## src/rtl/pixel_pair_packer_pkg.sv

```systemverilog
`default_nettype none
// ---------------------------------------------------------------------------
// pixel_pair_packer_pkg -- shared camera-path types and default widths
// Rev 1.0
// ---------------------------------------------------------------------------
package pixel_pair_packer_pkg;

  typedef enum logic [1:0] {
    S_IDLE     = 2'd0,
    S_WAIT_SOF = 2'd1,
    S_FRAME    = 2'd2
  } cam_state_e;

  localparam int CAM_PIX_W  = 10;
  localparam int CAM_FCNT_W = 16;

endpackage
`default_nettype wire

```

## src/rtl/pixel_pair_packer.sv

```systemverilog
`default_nettype none
// ---------------------------------------------------------------------------
// pixel_pair_packer -- packs even/odd camera pixels into pairs, frames output
// Rev 1.0
// ---------------------------------------------------------------------------
module pixel_pair_packer
  import pixel_pair_packer_pkg::*;
#(
  parameter int PIX_W  = CAM_PIX_W,
  parameter int LCNT_W = 12,
  parameter int FCNT_W = CAM_FCNT_W
) (
  input  logic                clk,
  input  logic                reset,
  input  logic                enable,
  input  logic [PIX_W-1:0]    cam_pixel,
  input  logic                cam_fv,
  input  logic                cam_lv,
  output logic [2*PIX_W-1:0]  pixel_data,
  output logic                line_valid,
  output logic                frame_valid,
  output logic                frame_done,
  output logic [FCNT_W-1:0]   frame_count,
  output logic [LCNT_W-1:0]   line_count,
  output logic                err_odd
);

  cam_state_e        state, state_nx;
  logic              fv_d, lv_d;
  logic              phase;
  logic              end_d1, end_d2;
  logic [PIX_W-1:0]  hold;
  logic [LCNT_W-1:0] line_cnt;

  logic sof, in_frame, pix_valid, line_end, frame_end;

  assign pix_valid = cam_fv & cam_lv;
  assign in_frame  = (state == S_FRAME);
  assign sof       = (state == S_WAIT_SOF) && cam_fv && !fv_d;
  assign line_end  = in_frame && lv_d && !cam_lv;
  assign frame_end = in_frame && !cam_fv;

  always_ff @(posedge clk) begin
    if (reset) state <= S_IDLE;
    else       state <= state_nx;
  end

  always_comb begin
    state_nx = state;
    case (state)
      S_IDLE:     if (enable)  state_nx = S_WAIT_SOF;
      S_WAIT_SOF: if (sof)     state_nx = S_FRAME;
      S_FRAME:    if (!cam_fv) state_nx = S_IDLE;
      default:                 state_nx = S_IDLE;
    endcase
  end

  always_ff @(posedge clk) begin
    if (reset) begin
      fv_d        <= 1'b0;
      lv_d        <= 1'b0;
      phase       <= 1'b0;
      end_d1      <= 1'b0;
      end_d2      <= 1'b0;
      hold        <= '0;
      line_cnt    <= '0;
      pixel_data  <= '0;
      line_valid  <= 1'b0;
      frame_valid <= 1'b0;
      frame_done  <= 1'b0;
      frame_count <= '0;
      line_count  <= '0;
      err_odd     <= 1'b0;
    end else begin
      fv_d       <= cam_fv;
      lv_d       <= cam_lv;
      line_valid <= 1'b0;
      frame_done <= 1'b0;
      // Two-stage delay so frame_valid falls after the last pair's qualifier.
      end_d1     <= frame_end;
      end_d2     <= end_d1;

      if (sof) begin
        phase    <= pix_valid;
        line_cnt <= '0;
        if (pix_valid) hold <= cam_pixel;
      end else if (in_frame) begin
        frame_valid <= 1'b1;
        if (pix_valid) begin
          if (!phase) begin
            hold  <= cam_pixel;
            phase <= 1'b1;
          end else begin
            pixel_data <= {cam_pixel, hold};
            line_valid <= 1'b1;
            phase      <= 1'b0;
          end
        end else if (line_end || frame_end) begin
          // A held even pixel with no partner is discarded.
          if (phase) err_odd <= 1'b1;
          phase <= 1'b0;
        end
        if (line_end && (line_cnt != '1)) line_cnt <= line_cnt + 1'b1;
      end

      if (end_d2) begin
        frame_valid <= 1'b0;
        frame_done  <= 1'b1;
        line_count  <= line_cnt;
        frame_count <= frame_count + 1'b1;
      end
    end
  end

endmodule
`default_nettype wire

```

## config.mk

```make
export PLATFORM = sky130hd
export DESIGN_NAME = pixel_pair_packer
export DESIGN_NICKNAME = d
export VERILOG_FILES = /design/src/rtl/pixel_pair_packer_pkg.sv /design/src/rtl/pixel_pair_packer.sv
export SDC_FILE = /design/constraint.sdc
export NUM_CORES = 1
export LEC_CHECK = 0
export CAP_MARGIN = 0
export CORE_MARGIN = 8
export CORE_UTILIZATION = 50
export DETAILED_ROUTE_END_ITERATION = 12
export GPL_TIMING_DRIVEN = 0
export PLACE_DENSITY = 0.77
export SETUP_SLACK_MARGIN = 0.2
export SLEW_MARGIN = 20
export SYNTH_ARGS = -nofsm -noshare
export SYNTH_HDL_FRONTEND = slang
export SYNTH_SLANG_ARGS = --single-unit
```

## constraint.sdc

```tcl
create_clock -name clk -period 1.95 [get_ports clk]
set_input_delay 0.585 -clock clk [delete_from_list [all_inputs] [get_ports clk]]
set_output_delay 0.585 -clock clk [all_outputs]
set_load 0.1 [all_outputs]
```

==> flow_metrics.py, run 1 <==
metrics = {
    "floorplanning": {
        "dieArea_um2": 9160,
        "start_util_pct": 50.9,
        "die_w_um": 95.7,
        "io-pin-count": 67,
        "die_h_um": 95.7,
        "num_rows": 29,
        "core_area_um2": 6240,
    },
    "clocking": {
        "cts_buffers": 9,
        "clockBufferDepth": 2,
        "ctsHtreeMaxLevel": 3,
        "clk_latency_ps": 350,
        "tritoncts": "yes",
        "clkTransAtPathRegs_ps": 80,
        "numClockSinks": 81,
        "cts_root_buffer": "clkbuf_8",
    },
    "setup_path": {
        "arrival_ps": 1980,
        "crit_fanout": 10,
        "cp-end-kind": "flop",
        "critPathSlowestCell": "dfxtp_2",
        "rr_startpoint": "line_cnt[0]",
        "path_cells": "ha_1 -> nand4_1 -> o31ai_2 -> buf_6 -> nor3_2 -> mux2_1",
        "cpPeakStageDelay_ps": 370,
        "timing.rr.end": "line_cnt[6]",
        "cp-start-kind": "flop",
        "criticalPathCategory": "reg2reg",
        "reg2reg_slack_ps": 210,
        "critPathRequiredTime_ps": 2190,
        "worst-r2r-cell-count": 6,
    },
    "timing": {
        "setup_tns_ps": 0,
        "slew_headroom_pct": 64.9,
        "setup_viol": 0,
        "rsz0062_at_grt": "true",
        "max_freq_mhz": 573,
        "period_minus_slack_ps": 1740,
        "hold_violations": 0,
        "timing.final.ws_setup_ps": 205,
        "timing.final.crit_share_pct": 89.5,
        "slew_violations": 0,
        "tightest_slew_ps": 526,
        "clock_skew_ps": 6.11,
    },
    "logic_synthesis": {
        "synthArstFlopShare_pct": 0,
        "synthesis.nets": 368,
        "syn_inst": 351,
        "synth_seq_cells": 81,
        "yosysSeqAreaShare_pct": 51.0,
        "avgSynthCellArea_um2": 9.05,
        "synth_cell_type_count": 44,
        "synth-main-ff-cell": "dfxtp_1",
        "yosysWarnings": 0,
        "synth_edf_count": 0,
        "synth_area_um2": 3180,
    },
    "place": {
        "globalplace.congestion": 0.843,
        "place_area_um2": 3960,
        "place_hpwl_mm": 5.26,
        "port_buffers": 65,
        "dp_cells": 493,
        "pre_cts_ws_ps": -478,
    },
    "status": {
        "status": "completed",
    },
    "drt": {
        "routedWlPerCell_um": 14.6,
        "firstDrtPassIters": 5,
        "drc": 0,
        "via_per_inst": 5.27,
        "wirelength_mm": 7.48,
        "antenna_left": 0,
        "drt_iter0_drc": 116,
        "dr_total_vias": 2693,
    },
    "finish": {
        "multi_input_area_um2": 1470,
        "final_cell_mix": "66 x dfxtp_1, 50 x nand2_1, 47 x nor2_1, 35 x buf_2, 30 x a21oi_1",
        "drive_above_1_share_pct": 24.7,
        "area_growth_pct": 26.6,
        "fill_cells": 541,
        "antenna_cells": 0,
        "fin_nets": 446,
        "fin_cells": 511,
        "finalInstanceArea_um2": 4020,
        "seq_area_um2": 1660,
        "final_common_cell": "dfxtp_1",
    },
    "hold_path": {
        "hold_depth": 1,
        "hold_class": "reg2reg",
        "hold_path_end": "end_d2",
        "min_from": "end_d1",
    },
    "flow_run": {
        "cap_violations": 0,
    },
    "grt": {
        "grt_pass1_wl_mm": 12.1,
        "grt_pass1_vias": 2613,
        "gr-usage-all-layers_pct": 16.7,
        "grt_max_degree": 14,
        "antenna_found_initial": 0,
        "globalRouteOverflowTotal": 0,
    },
    "power_and_ir_drop": {
        "ir_drop_mv": 0.520,
        "power.total_mw": 3.16,
        "power_leakage_nw": 1.62,
        "power_density_nw_per_um2": 786,
    },
}
==> routing by layer <==
layer	track usage (%)	part of all wire, %	wire (um)	up-vias
li1	-	-	-	1355
met1	19.5	44	3310	1257
met2	28.1	48	3590	66
met3	3.51	5.6	421	15
met4	8.83	2.0	151	0
met5	0	0	0	-
==> critical path, delay by kind of cell, from the launching register on <==
kind / cells / cell delay (ps)
flip-flops: 1 / 370
AO/OA/AOI/OAI: 1 / 350
multiplexers: 1 / 300
adder cells (fa/ha/maj): 1 / 220
AND/OR/NAND/NOR: 2 / 220
buffers and inverters: 1 / 180
==> logic make-up (layout without fill, tap and decap cells) <==
logic type,Yosys count,in the layout,share of synthesized area (%)
xor+xnor,13,13,3.58
mux,27,27,8.70
simple gates,155,155,24.2
flops,81,81,51.0
buf+inv,25,108,3.39
compound gates,48,48,8.31
fa+ha+maj,2,2,0.787
==> worst max-delay path by stage <==
stage	startpoint	endpoint	slack, ps	depth (start not counted)
floorplan	frame_count[0]	frame_count[13]	230	4
global placement	cam_fv	line_cnt[7]	-470	5
detailed placement	cam_fv	line_cnt[7]	-480	5
CTS	frame_count[11]	frame_count[11]	160	1
global route	line_cnt[0]	line_cnt[6]	120	6
finish	line_cnt[0]	line_cnt[6]	210	6
==> through the flow <==
| step | hold WS, ps | util [%] |
|---|---|---|
| floorplan | 414 | - |
| global placement | 422 | 63.5 |
| detailed placement | 425 | 63.5 |
| CTS | 442 | 63.8 |
| global route | 456 | 64.5 |
| finish | 440 | 64.5 |
==> power by group <==
part	leakage (nW)	switching (mW)	internal (mW)
Clock	0.120	0.594	0.788
Combinational	0.839	0.0689	0.0493
Sequential	0.664	0.0116	1.65
Total	1.62	0.674	2.49
==> state kept, by name (all words and copies together) (netlist names) <==
register	cells
state	2
err_odd	1
frame_done	1
pixel_data	20
line_valid	1
frame_valid	1
frame_count	16
fv_d	1
end_d1	1
lv_d	1
phase	1
line_count	12
line_cnt	12
hold	10
end_d2	1
==> timing repair <==
action                                  in CTS  in global routing
setup buffers                                1                  1
pin swaps                                    1                  2
endpoints found under the setup margin      65                 35
hold buffers                                 0                  0
gates resized for setup                    276                 18
==> final cells by class <==
class,instances,share of cell area (%)
Multi-Input combinational cell,245,36.6
Buffer,17,1.96
Timing Repair Buffer,67,11.3
Inverter,8,0.746
Clock buffer,11,3.76
Tap cell,77,2.39
Clock inverter,5,1.90
Sequential cell,81,41.3
==> Yosys cell counts, drive strengths merged, types with 3 or more instances <==
cell type,number,share of area (%)
or3,6,1.2
mux2i,25,7.9
nand3,9,1.7
xnor2,8,2.2
nor4,4,1.3
nand2,50,5.9
o21ai,9,1.4
nor3b,3,0.71
xor2,5,1.4
nand4,9,2.2
nor2,47,5.6
clkbuf,10,1.2
nor3,8,1.3
nor2b,6,1.2
inv,8,0.94
dfxtp,81,51
buf,7,1.3
a21oi,30,4.7
Note: power is estimated with default switching activity, not from simulation.
==> run 2, diff against run 1 <==
==> constraint.sdc (replaced) <==
create_clock -name clk -period 1.95 [get_ports clk]
set_input_delay 0.4875 -clock clk [delete_from_list [all_inputs] [get_ports clk]]
set_output_delay 0.4875 -clock clk [all_outputs]
set_load 0.1 [all_outputs]
==> flow_metrics.py, run 2 (synthesized netlist as in run 1, its figures left out) <==
metrics = {
    "drt": {
        "firstDrtPassIters": 4,
        "drc": 0,
        "via_per_inst": 5.26,
        "dr_total_vias": 2685,
        "wirelength_mm": 7.43,
        "routedWlPerCell_um": 14.6,
        "antenna_left": 0,
        "drt_iter0_drc": 97,
    },
    "floorplanning": {
        "die_h_um": 95.7,
        "dieArea_um2": 9160,
        "io-pin-count": 67,
        "num_rows": 29,
        "start_util_pct": 50.9,
        "core_area_um2": 6240,
        "die_w_um": 95.7,
    },
    "setup_path": {
        "critPathRequiredTime_ps": 2190,
        "crit_fanout": 10,
        "reg2reg_slack_ps": 240,
        "cp-start-kind": "flop",
        "arrival_ps": 1950,
        "criticalPathCategory": "reg2reg",
        "rr_startpoint": "line_cnt[1]",
        "cpPeakStageDelay_ps": 400,
        "cp-end-kind": "flop",
        "critPathSlowestCell": "dfxtp_1",
        "worst-r2r-cell-count": 6,
        "path_cells": "ha_1 -> nand4_1 -> o31ai_2 -> buf_6 -> nor3_1 -> mux2_1",
        "timing.rr.end": "line_cnt[6]",
    },
    "timing": {
        "rsz0062_at_grt": "true",
        "slew_headroom_pct": 63.7,
        "setup_tns_ps": 0,
        "clock_skew_ps": 7.06,
        "hold_violations": 0,
        "max_freq_mhz": 584,
        "timing.final.crit_share_pct": 87.9,
        "slew_violations": 0,
        "setup_viol": 0,
        "tightest_slew_ps": 547,
        "period_minus_slack_ps": 1710,
    },
    "clocking": {
        "cts_root_buffer": "clkbuf_8",
        "tritoncts": "yes",
        "clk_latency_ps": 350,
        "numClockSinks": 81,
        "clockBufferDepth": 2,
        "clkTransAtPathRegs_ps": 80,
        "holdBufCountCts": 0,
        "cts_buffers": 9,
        "ctsHtreeMaxLevel": 3,
    },
    "finish": {
        "area_growth_pct": 25.2,
        "largest_reg_flops": 20,
        "largestRegisters": "pixel_data: 20 flops, frame_count: 16 flops",
        "fill_cells": 548,
        "final_common_cell": "dfxtp_1",
        "fin_nets": 445,
        "fin_cells": 510,
        "drive_above_1_share_pct": 23.6,
        "final_util_pct": 63.8,
        "final_cell_mix": "67 x dfxtp_1, 52 x buf_2, 50 x nand2_1, 47 x nor2_1, 30 x a21oi_1",
        "multi_input_area_um2": 1460,
        "seq_area_um2": 1660,
        "antenna_cells": 0,
        "top_register": "pixel_data",
        "finalInstanceArea_um2": 3980,
    },
    "flow_run": {
        "cap_violations": 0,
    },
    "power_and_ir_drop": {
        "ir_drop_mv": 0.520,
        "power_leakage_nw": 1.62,
        "power_density_nw_per_um2": 795,
        "power.total_mw": 3.17,
    },
    "grt": {
        "gr-usage-all-layers_pct": 16.6,
        "grt_pass1_vias": 2595,
        "antenna_found_initial": 0,
        "grt_pass1_wl_mm": 12.0,
        "globalRouteOverflowTotal": 0,
        "grt_max_degree": 14,
    },
    "status": {
        "status": "completed",
    },
    "hold_path": {
        "hold_class": "reg2reg",
        "hold_depth": 1,
        "hold_path_end": "end_d2",
        "min_from": "end_d1",
    },
    "place": {
        "globalplace.congestion": 0.843,
        "dp_cells": 493,
        "port_buffers": 65,
        "place_hpwl_mm": 5.26,
        "place_area_um2": 3960,
    },
}
==> run 2: cell count changes in the layout (fill, tap and decap cells not counted), moves of 2 or more <==
cell             change
buf_2               +17
buf_4               -11
clkbuf_4            -12
clkdlybuf4s15_2      +2
clkdlybuf4s18_2      +3
==> run 2: repair_timing <==
action                     4_1_cts  5_1_grt
buffers inserted                 1        0
setup endpoints to repair       63       52
gates resized for setup        210       50
pin swaps                        1        0
==> run 2: per-layer routing <==
layer	vias up	track usage, %	part of all wire [%]	wire length (um)
met4	0	8.83	2.1	159
met1	1253	19.2	44	3240
li1	1353	-	-	-
met5	-	0	0	0
met2	63	27.9	48	3600
met3	16	3.74	5.8	433
==> run 2: how the worst max path moves through the flow <==
stage / slack [ps] / cells past startpoint / to / startpoint
3_3_place_gp: -370 / 5 / line_cnt[7] / cam_fv
5_1_grt: 120 / 6 / line_cnt[6] / line_cnt[1]
4_1_cts: 130 / 1 / frame_count[11] / frame_count[11]
2_1_floorplan: 230 / 4 / frame_count[13] / frame_count[0]
3_5_place_dp: -380 / 5 / line_cnt[7] / cam_fv
6_report: 240 / 6 / line_cnt[6] / line_cnt[1]
==> run 2: layout make-up <==
cell class / instances / area share, %
buffer: 17 / 1.98
tap: 77 / 2.42
sequential: 81 / 41.7
clock buffer: 11 / 3.80
timing repair buffer: 66 / 10.6
inverter: 8 / 0.754
clock inverter: 5 / 1.92
multi-input combinational: 245 / 36.7
==> run 2: stage by stage <==
step / setup slack [ps] / hold slack, ps
after floorplan: 227 / 414
after CTS: 130 / 442
after detailed placement: -381 / 425
after global placement: -372 / 422
final: 237 / 440
after global routing: 116 / 456
==> run 2: power by group <==
group	internal, mW	total, mW	switching, mW
clock	0.788	1.38	0.596
sequential	1.65	1.66	0.0113
combinational	0.0495	0.118	0.0689
total	2.49	3.17	0.676
==> run 2: worst max-delay path, delay by kind of cell (launching register included) <==
family | cells | cell delay (ps)
adders and majority gates | 1 | 230
and+or+nand+nor | 2 | 220
buffers and inverters | 1 | 180
AOI/OAI and AO/OA | 1 | 280
muxes | 1 | 300
DFF | 1 | 400
==> run 3, diff against run 2 <==
--- a/config.mk
+++ b/config.mk
@@ -7,10 +7,10 @@
 export LEC_CHECK = 0
 export CAP_MARGIN = 0
 export CORE_MARGIN = 8
-export CORE_UTILIZATION = 50
+export CORE_UTILIZATION = 52
+export CTS_BUF_LIST = sky130_fd_sc_hd__clkbuf_8
 export DETAILED_ROUTE_END_ITERATION = 12
-export GPL_TIMING_DRIVEN = 0
-export PLACE_DENSITY = 0.77
+export PLACE_DENSITY = 0.79
 export SETUP_SLACK_MARGIN = 0.2
 export SLEW_MARGIN = 20
 export SYNTH_ARGS = -nofsm -noshare
==> flow_metrics.py, run 3 (synthesized netlist as in run 1, its figures left out) <==
metrics = {
    "finish": {
        "final_util_pct": 81.5,
        "drive_above_1_share_pct": 26.4,
        "antenna_cells": 0,
        "fin_nets": 447,
        "top_register": "pixel_data",
        "final_common_cell": "dfxtp_1",
        "area_growth_pct": 51.8,
        "final_cell_mix": "68 x dfxtp_1, 53 x buf_12, 50 x nand2_1, 47 x nor2_1, 30 x a21oi_1",
        "largestRegisters": "pixel_data: 20 flops, frame_count: 16 flops",
        "largest_reg_flops": 20,
    },
    "timing": {
        "period_minus_slack_ps": 1680,
        "rsz0062_at_grt": "true",
        "timing.final.ws_setup_ps": 266,
        "slew_violations": 0,
        "tightest_slew_ps": 444,
        "timing.final.crit_share_pct": 86.3,
        "slew_headroom_pct": 70.1,
        "clock_skew_ps": 9.26,
        "setup_viol": 0,
        "max_freq_mhz": 594,
        "hold_violations": 0,
        "worst_hold_slack_ps": 450,
    },
    "clocking": {
        "clkTransAtPathRegs_ps": 80,
        "numClockSinks": 81,
        "ctsHtreeMaxLevel": 3,
        "clockBufferDepth": 2,
        "cts_root_buffer": "clkbuf_8",
        "clk_latency_ps": 350,
        "tritoncts": "yes",
        "cts_buffers": 9,
    },
    "setup_path": {
        "cp-start-kind": "flop",
        "crit_fanout": 7,
        "criticalPathCategory": "reg2reg",
        "arrival_ps": 1930,
        "path_buf_inv": 1,
        "cpPeakStageDelay_ps": 450,
        "path_cells": "ha_2 -> nand4_1 -> o31ai_4 -> buf_4 -> mux2i_1 -> nor2_1",
        "critPathRequiredTime_ps": 2200,
        "critPathSlowestCell": "o31ai_4",
        "cp-end-kind": "flop",
        "critPathTopFamily": "compound AO/OA/AOI/OAI gates",
    },
    "flow_run": {
        "cap_violations": 0,
    },
    "grt": {
        "gr-usage-all-layers_pct": 18.7,
        "grt_pass1_vias": 2855,
        "grt_max_degree": 28,
        "globalRouteOverflowTotal": 0,
        "antenna_found_initial": 0,
        "grt_pass1_wl_mm": 13.4,
    },
    "place": {
        "globalplace.congestion": 0.814,
        "pre_cts_ws_ps": -170,
        "port_buffers": 66,
        "place_hpwl_mm": 5.57,
    },
    "power_and_ir_drop": {
        "power_leakage_nw": 1.82,
        "ir_drop_mv": 0.631,
        "power_density_nw_per_um2": 661,
    },
    "drt": {
        "via_per_inst": 5.49,
        "routedWlPerCell_um": 16.0,
        "antenna_left": 0,
        "wirelength_mm": 8.15,
        "dr_total_vias": 2801,
        "firstDrtPassIters": 4,
        "drc": 0,
        "drt_iter0_drc": 149,
    },
    "floorplanning": {
        "core_area_um2": 5920,
        "die_w_um": 94.2,
        "io-pin-count": 67,
        "start_util_pct": 53.7,
        "die_h_um": 94.2,
        "dieArea_um2": 8870,
        "num_rows": 28,
    },
    "status": {
        "status": "completed",
    },
    "hold_path": {
        "hold_class": "reg2reg",
    },
}
## run 3: changes by cell type in the layout (fill, tap and decap cells not counted), moves of 3 or more
cell             delta
buf_12             +53
buf_2              -51
buf_4              +17
clkbuf_1            -9
clkdlybuf4s18_2     -3
## run 3: worst paths after layout
path / endpoint / depth (start not counted) / slack [ps] / start
setup reg to reg: line_cnt[1] / 6 / 270 / line_cnt[0]
hold reg to reg: end_d2 / 1 / 450 / end_d1
setup / recovery: line_cnt[1] / 6 / 270 / line_cnt[0]
hold / removal: end_d2 / 1 / 450 / end_d1
## run 3: area by class of cell
type	count	area (um^2)
Multi-Input combinational cell	245	1480
Sequential cell	81	1660
Tap cell	75	93.8
Timing Repair Buffer	85	1330
Inverter	8	30.0
Clock buffer	11	151
Clock inverter	5	76.3
Fill cell	367	1100
## run 3: per-stage QoR
step | std cells | cell area [um^2] | setup TNS (ps) | total power, mW
global route | 510 | 4820 | 0 | 3.29
detailed placement | 492 | 4550 | -971 | 1.83
global placement | 492 | 4550 | -591 | 1.83
CTS | 508 | 4790 | 0 | 3.20
finish | 510 | 4820 | 0 | 3.19
floorplan | 351 | 3220 | 0 | 1.77
## run 3: repair_timing
item	4_1_cts	5_1_grt
buffers inserted	0	2
hold buffers	0	0
resized for setup	2	5
pin swaps	0	3
hold endpoints to repair	0	0
setup endpoints to repair	8	10
## run 3: report_power, final
part	switching [mW]	leakage (nW)	total, mW	internal [mW]
Clock	0.605	0.120	1.39	0.788
Combinational	0.0700	1.04	0.133	0.0630
Sequential	0.0122	0.663	1.66	1.65
## run 3: layer usage
metal  GRT usage (%)  up-vias  part of all wire, %
met5               0        -                    0
met4            7.00        0                  1.5
met3            5.28       10                  5.1
met2            33.7       67                   52
met1            20.2     1365                   41
li1                -     1359                    -
